==> src/rtl/aibcr3_scan_chain_ctrl.sv <==
// AIB column scan-segment controller.
// Routes NSEG scan segments as independent ATPG chains or as one daisy-chained
// JTAG chain with per-segment 1-bit bypass. A counted shift engine with a
// request/busy/done handshake drives the JTAG chain.
module aibcr3_scan_chain_ctrl #(
    parameter int unsigned NSEG = 4,
    parameter int unsigned CW   = 10
) (
    input  logic            clk,
    input  logic            rst_n,
    input  logic            scan_mode_n_async,
    output logic            mode_n,
    input  logic [NSEG-1:0] cfg_bypass,
    input  logic            atpg_shift_n,
    input  logic [NSEG-1:0] atpg_scan_in,
    output logic [NSEG-1:0] atpg_scan_out,
    input  logic            jtag_si,
    output logic            jtag_so,
    input  logic            shift_req,
    input  logic [CW-1:0]   shift_len,
    output logic            shift_busy,
    output logic            shift_done,
    output logic [CW-1:0]   shift_cnt,
    output logic [NSEG-1:0] seg_scan_in,
    output logic [NSEG-1:0] seg_shift_en,
    input  logic [NSEG-1:0] seg_scan_out
);

    typedef enum logic [1:0] {StIdle, StBusy, StDone} state_e;

    localparam logic [CW-1:0] CntOne = {{(CW-1){1'b0}}, 1'b1};

    state_e          state_q;
    logic            mode_meta_q;
    logic            mode_req_q;
    logic            mode_q;
    logic [CW-1:0]   len_q;
    logic [CW-1:0]   cnt_q;
    logic [NSEG-1:0] byp_cfg_q;
    logic [NSEG-1:0] byp_q;
    logic            so_q;

    logic [NSEG-1:0] stage_in;
    logic [NSEG-1:0] stage_out;
    logic [NSEG-1:0] byp_next;
    logic            accept;
    logic            mode_load;

    // JTAG chain wiring: each stage is either its segment or its bypass flop.
    for (genvar g = 0; g < NSEG; g++) begin : g_stage
        assign stage_out[g] = byp_cfg_q[g] ? byp_q[g] : seg_scan_out[g];
        assign byp_next[g]  = byp_cfg_q[g] ? stage_in[g] : byp_q[g];
        if (g == 0) begin : g_first
            assign stage_in[g] = jtag_si;
        end else begin : g_rest
            assign stage_in[g] = stage_out[g-1];
        end
    end

    // Requests are only honoured in JTAG mode while idle.
    assign accept = (state_q == StIdle) && shift_req && mode_q;

    // Mode is applied only when the engine will be idle next cycle, so a
    // change never lands inside a shift and takes effect from the first idle cycle.
    assign mode_load = ((state_q == StIdle) && !accept) || (state_q == StDone);

    // Mode synchroniser, mode apply and shift-engine FSM.
    always_ff @(posedge clk or negedge rst_n) begin
        if (!rst_n) begin
            mode_meta_q <= 1'b1;
            mode_req_q  <= 1'b1;
            mode_q      <= 1'b1;
            state_q     <= StIdle;
            len_q       <= '0;
            cnt_q       <= '0;
            byp_cfg_q   <= '0;
            byp_q       <= '0;
            so_q        <= 1'b0;
        end else begin
            mode_meta_q <= scan_mode_n_async;
            mode_req_q  <= mode_meta_q;
            if (mode_load) begin
                mode_q <= mode_req_q;
            end
            unique case (state_q)
                StIdle: begin
                    if (accept) begin
                        cnt_q <= '0;
                        if (shift_len != '0) begin
                            len_q     <= shift_len;
                            byp_cfg_q <= cfg_bypass;
                            state_q   <= StBusy;
                        end else begin
                            state_q <= StDone;
                        end
                    end
                end
                StBusy: begin
                    byp_q <= byp_next;
                    so_q  <= stage_out[NSEG-1];
                    cnt_q <= cnt_q + CntOne;
                    if (cnt_q + CntOne == len_q) begin
                        state_q <= StDone;
                    end
                end
                StDone: begin
                    state_q <= StIdle;
                end
                default: begin
                    state_q <= StIdle;
                end
            endcase
        end
    end

    // Output routing: ATPG passthrough or JTAG chain with gated shift enables.
    always_comb begin
        atpg_scan_out = '0;
        seg_scan_in   = stage_in;
        seg_shift_en  = '0;
        if (mode_q) begin
            if (state_q == StBusy) begin
                seg_shift_en = ~byp_cfg_q;
            end
        end else begin
            atpg_scan_out = seg_scan_out;
            seg_scan_in   = atpg_scan_in;
            seg_shift_en  = {NSEG{~atpg_shift_n}};
        end
    end

    assign mode_n     = mode_q;
    assign jtag_so    = so_q;
    assign shift_busy = (state_q == StBusy);
    assign shift_done = (state_q == StDone);
    assign shift_cnt  = cnt_q;

endmodule
==> config.mk <==
export PLATFORM = sky130hd
export DESIGN_NAME = aibcr3_scan_chain_ctrl
export DESIGN_NICKNAME = d
export VERILOG_FILES = /design/src/rtl/aibcr3_scan_chain_ctrl.sv
export SDC_FILE = /design/constraint.sdc
export NUM_CORES = 1
export LEC_CHECK = 0
export ABC_AREA = 1
export CAP_MARGIN = 40
export CORE_AREA = 10 10 78 80
export CTS_BUF_LIST = sky130_fd_sc_hd__clkbuf_4 sky130_fd_sc_hd__clkbuf_8 sky130_fd_sc_hd__clkbuf_16
export DETAILED_ROUTE_END_ITERATION = 6
export DIE_AREA = 0 0 88 90
export HOLD_SLACK_MARGIN = 0.1
export PLACE_DENSITY = 0.8
export SYNTH_ARGS = -nofsm -noshare
export SYNTH_HDL_FRONTEND = slang
export SYNTH_SLANG_ARGS = --single-unit
==> constraint.sdc <==
create_clock -name clk -period 1.8 [get_ports clk]
set_clock_uncertainty 0.15 [all_clocks]
set_input_delay 0.36 -clock clk [delete_from_list [all_inputs] [get_ports clk]]
set_output_delay 0.36 -clock clk [all_outputs]
set_load 0.05 [all_outputs]
After elaboration in Yosys (flattened, before gate mapping):

Cells that the tools add are included.

* $add $sub $neg: 1
* equal/unequal tests: 5
* multiplexer cells: 14
* bitwise operators: 2
* reduce and logical (&&, ||, !) cells: 15

Operator list (count)
* $pmux W10 S2: 1
* $mux W4: 4
* $reduce_and A2 Y1: 6
* $add A10 B1 Y10 const B: 1
* $eq A10 B10 Y1: 1
* $mux W10: 1
* $reduce_bool A10 Y1: 1
* $mux W2: 3
* $mux W1: 4
* $not A4 Y4: 1
* $pmux W2 S2: 1
* $logic_and A1 B1 Y1: 3
* $reduce_and A3 Y1: 1
* $eq A2 B1 Y1 const B: 1
* $eq A2 B2 Y1 const B: 1
* $logic_not A2 Y1: 1
* $ne A2 B1 Y1 const B: 1
* $ne A2 B2 Y1 const B: 1
* $reduce_bool A2 Y1: 1
* $logic_not A1 Y1: 1
* $logic_or A1 B1 Y1: 1
* $not A1 Y1: 1

* register bits: 34
* input port bits: 28
* output and inout bits: 26

Longest topological paths before layout:

* word-level depth: 6
* depth in mapped cells: 13
* mapped depth without buffers: 13

Least setup slack after synthesis:

OpenSTA, ideal clock, no wires.

* path kind: flip-flop to output port
* start point: register mode_q (netlist: mode_n)
* end point: output port seg_shift_en[0]
* data arrival time: 2.358 ns
* required time: 1.290 ns
* slack: -1.068 ns
* stages on the path, launching flop included: 4
* buffers on the path: 1
* cells stage by stage: dfstp_2 > buf_2 > clkinv_1 > o31ai_1

* longest elaborated chain between the ends: 1

Ends and longest elaborated chain
* start, declared: RTL line 36 `logic mode_q;`
* start signal, assigned: RTL line 83 `mode_q <= mode_req_q;`
* $mux W4: RTL line 121 `if (mode_q) begin`
* end, declared: RTL line 25 `output logic [NSEG-1:0] seg_shift_en,`

No other way between the ends.

Worst setup path in the final report:

* start point: register mode_q (netlist: mode_n)
* end point: output port seg_shift_en[1]

Same word-level chain as after synthesis.

==> results by stage <==
Floorplan:
- The die is 88 µm wide.
- The die is 90 µm tall.
- The overall die area is 7920 µm².
- The effective utilization at floorplan is 41.6%.
- The placeable core area is 4600 µm².
- In this run the core area contains 25 standard-cell rows.
- The top-level I/O count is 54.

Pwr:
- The largest voltage drop on the vdd net is 1.14 mV.
- The completed layout was analyzed and its total power is 6.45 mW.
- The leakage power figure is 1.51 nW.
- Dividing total power by cell area gives a power density of 1990 nW/µm².

Worst setup path:
- For flop-to-flop paths, the worst setup slack is 0.03 ns.
- The critical path startpoint category is a flip-flop.
- The data required time at the worst endpoint is 1.29 ns.
- The worst setup path is of the reg2out kind.
- At the worst endpoint, the arrival time is 1.48 ns.
- On the worst path, the slowest cell contributes a delay of 0.62 ns.
- Walking the worst path, the cells encountered are buf_6 -> or2_4 -> o31ai_4 -> buf_12.
- The maximum net fanout on the critical path is 4.
- The category of the worst setup path capture point is a primary output.
- The standard cell with the maximum stage delay on the critical path is sky130_fd_sc_hd__dfstp_2.

Yosys:
- For this run, the number of Yosys warnings is 0.
- The cell area that synthesis handed to floorplanning was 1910 µm².
- The post-synthesis cell count is 249.
- Counting flops and latches in the post-synthesis netlist gives 34.
- When the netlist entered floorplanning its net count stood at 278.
- By area the synthesized netlist is led by sky130_fd_sc_hd__dfrtp_1 41%, sky130_fd_sc_hd__nand2_1 15%, sky130_fd_sc_hd__inv_1 5.9%.
- The top cell type by area accounts for 40.5% of the synthesized area.
- The distinct cell type count after synthesis is 30.
- The register area share after synthesis is 44.6%.
- The biggest area contributor in the post-synthesis netlist is sky130_fd_sc_hd__dfrtp_1.
- The average instance in the mapped netlist occupies 7.69 µm².

GRT:
- The largest net degree at the start of global routing is 35.
- The leftover overflow at the end of global routing is 0.
- The all-layer global routing usage is 15.0%.
- The initial antenna violation count is 0.
- The first global-routing pass estimated 9780 µm of wire.
- The number of global-route vias before repair is 2124.

STA:
- The post-layout minimum cycle time is 1.99 ns.
- The number of failing setup endpoints in the final timing report is 12.
- The number of max-slew violations in the final report was 0.
- Based on the critical path, the design can be clocked at up to 0.504 GHz.
- The post-route worst setup slack is -0.186 ns.
- The worst hold-check slack is 0.214 ns.
- Setup repair after global routing could not meet its margin everywhere.
- For the pin with the worst max-slew slack, the measured transition is 0.283 ns.
- The period utilization is 110%.
- The aggregate negative setup slack is -1.66 ns.
- The number of failing hold endpoints at the final stage is 0.
- Headroom to the max-slew limit came out at 81.0%.

Finish:
- The net count of the finished layout is 369.
- Relative to the synthesized area, the layout overhead comes to 69.7%.
- The layout has 315 filler cells.
- The fraction of final layout cells sized beyond drive strength 1 is 36.1%.
- The number of antenna repair diodes is 0.
- The library cells used most frequently in the layout, excluding fill and tap cells, are 72 x sky130_fd_sc_hd__nand2_1, 32 x sky130_fd_sc_hd__buf_4, 27 x sky130_fd_sc_hd__buf_12.
- The end-of-flow core utilization is 70.6%.
- The cell area after layout is 3250 µm².
- The register area is 866 µm².
- Summing all multi-input logic gate instances after layout gives 1000 µm².
- The library cell used most frequently in the layout, excluding fill and tap cells, is sky130_fd_sc_hd__nand2_1.

Detailed routing:
- The average wire per cell in the routed design is 15.3 µm.
- The routed wire length is 6050 µm.
- The met2 wire length is 3250 µm.
- The met1 routed wirelength after detailed routing is 2310 µm.
- Using the TritonRoute via totals, the vias-per-cell ratio works out to 5.23.
- The number of iterations in the first detailed-routing pass is 4.
- The remaining number of nets flagged by the antenna check after routing is 0.
- For this block, the via count after detailed routing is 2064.
- After detailed routing, the number of remaining DRC violations is 0.
- After detailed routing, no signal wire sits above met4.
- The violation count after the first detailed-route iteration is 151.
- Detailed routing placed a total of 352 µm of wire on met3.

Place:
- Detailed placement ended at an HPWL of 4700 µm.
- Port buffering added 53 buffers.
- The congestion estimate from routability-driven global placement came to 0.834.
- The post-place instance area is 3060 µm².

Clocking:
- TritonCTS built the clock tree.
- TritonCTS created 5 clock buffers.
- In this run the number of H-tree levels came out at 2.
- The clock tree buffer depth is 2.
- The number of hold buffers added after cts is 0.
- The root buffer cell is sky130_fd_sc_hd__clkbuf_8.
- The count of clock tree sinks is 34.
- At the later pin of the worst-skew pair, clock insertion delay measures 0.29 ns.
- After clock tree synthesis, the clock-pin slew on the worst setup and hold paths is 0.06 ns.

Status:
- The checks that failed: negative setup slack.
- The run finished, with violations left.

Worst hold path:
- The path class of the tightest hold or removal check is reg2reg.

Flow run:
- The tool flagged a number of max-cap violations equal to 0.
[per-stage QoR]
stage	instances	setup slack [ns]
after global placement	378	-0.104
after CTS	392	-0.173
final	395	-0.186
after global routing	395	-0.248
after floorplan	249	-0.402
after detailed placement	378	-0.165
[registers in the layout (all words and copies together), names as in the netlist]
| name | cells |
|---|---|
| byp_cfg_q | 4 |
| shift_cnt | 10 |
| mode_meta_q | 1 |
| state_q | 2 |
| jtag_so | 1 |
| byp_q | 4 |
| mode_req_q | 1 |
| len_q | 10 |
| mode_n | 1 |
[area by class of cell]
| class | count | share of cell area, % |
|---|---|---|
| repair buffers | 88 | 33.2 |
| multi-input cells | 178 | 30.9 |
| flip-flops and latches | 34 | 26.7 |
| inverters | 33 | 4.28 |
| clock buffers | 8 | 2.81 |
| well taps | 54 | 2.08 |
[cells by family (layout without fill, tap and decap cells)]
| group | count (synthesis) | count (layout) | synth area share (%) |
|---|---|---|---|
| adders and majority gates | 1 | 1 | 0.653 |
| DFF | 34 | 34 | 44.6 |
| buffers and inverters | 37 | 129 | 8.17 |
| AOI/OAI and AO/OA | 35 | 35 | 11.0 |
| muxes | 1 | 1 | 0.588 |
| and+or+nand+nor | 141 | 141 | 34.9 |
[cells in the mapped netlist]
library cell / number
sky130_fd_sc_hd__nand2_1: 75
sky130_fd_sc_hd__dfrtp_1: 31
sky130_fd_sc_hd__inv_1: 30
sky130_fd_sc_hd__nand3_1: 22
sky130_fd_sc_hd__nor2_1: 17
sky130_fd_sc_hd__o21ai_0: 13
sky130_fd_sc_hd__o22ai_1: 7
sky130_fd_sc_hd__nand2_2: 6
sky130_fd_sc_hd__a21oi_1: 4
sky130_fd_sc_hd__a21oi_2: 4
sky130_fd_sc_hd__nand3b_1: 4
sky130_fd_sc_hd__nand4_1: 4
sky130_fd_sc_hd__dfstp_2: 3
sky130_fd_sc_hd__nand3_2: 3
sky130_fd_sc_hd__nor2_2: 3
sky130_fd_sc_hd__o31ai_1: 3
sky130_fd_sc_hd__buf_2: 2
sky130_fd_sc_hd__buf_6: 2
sky130_fd_sc_hd__clkinv_1: 2
sky130_fd_sc_hd__nor2_4: 2
sky130_fd_sc_hd__nor4_2: 2
sky130_fd_sc_hd__o21ai_1: 2
sky130_fd_sc_hd__a211oi_1: 1
sky130_fd_sc_hd__ha_1: 1
sky130_fd_sc_hd__inv_2: 1
sky130_fd_sc_hd__mux2_2: 1
sky130_fd_sc_hd__nand4_2: 1
sky130_fd_sc_hd__nor3_1: 1
sky130_fd_sc_hd__o211ai_1: 1
sky130_fd_sc_hd__or2_2: 1
[worst max-delay path, delay by kind of cell (launching register included)]
kind	cells	cell delay, ns
buffers and inverters	2	0.28
flip-flops	1	0.62
AND/OR/NAND/NOR	1	0.18
AO/OA/AOI/OAI	1	0.10
[power by group]
| group | leakage (nW) | internal, mW | total, mW | switching (mW) |
|---|---|---|---|---|
| sequential | 0.404 | 1.11 | 1.47 | 0.357 |
| clock | 0.0498 | 0.320 | 0.584 | 0.265 |
| combinational | 1.05 | 1.97 | 4.40 | 2.42 |
| total | 1.51 | 3.41 | 6.45 | 3.05 |
[repair_timing]
action | in CTS | in global routing
resized for setup | 3 | 13
cloned | 0 | 0
pin swaps | 2 | 6
buffers inserted | 6 | 3
endpoints found under the setup margin | 11 | 18
[final timing paths]
kind                              start               to  cells past startpoint
setup / recovery                 mode_n  seg_shift_en[1]                      4
hold / removal              mode_meta_q       mode_req_q                      0
setup reg to reg           shift_cnt[1]       state_q[0]                     12
hold reg to reg             mode_meta_q       mode_req_q                      0
max in group asynchronous         rst_n      mode_meta_q                      2
min in group asynchronous         rst_n     shift_cnt[5]                      2
[metal layers]
metal / vias to the layer above / global-route usage, %
met1: 983 / 16.9
li1: 998 / -
met3: 17 / 4.60
met2: 66 / 25.7
met5: - / 0
met4: 0 / 5.19
No activity file was read; power rests on OpenSTA's default activity.
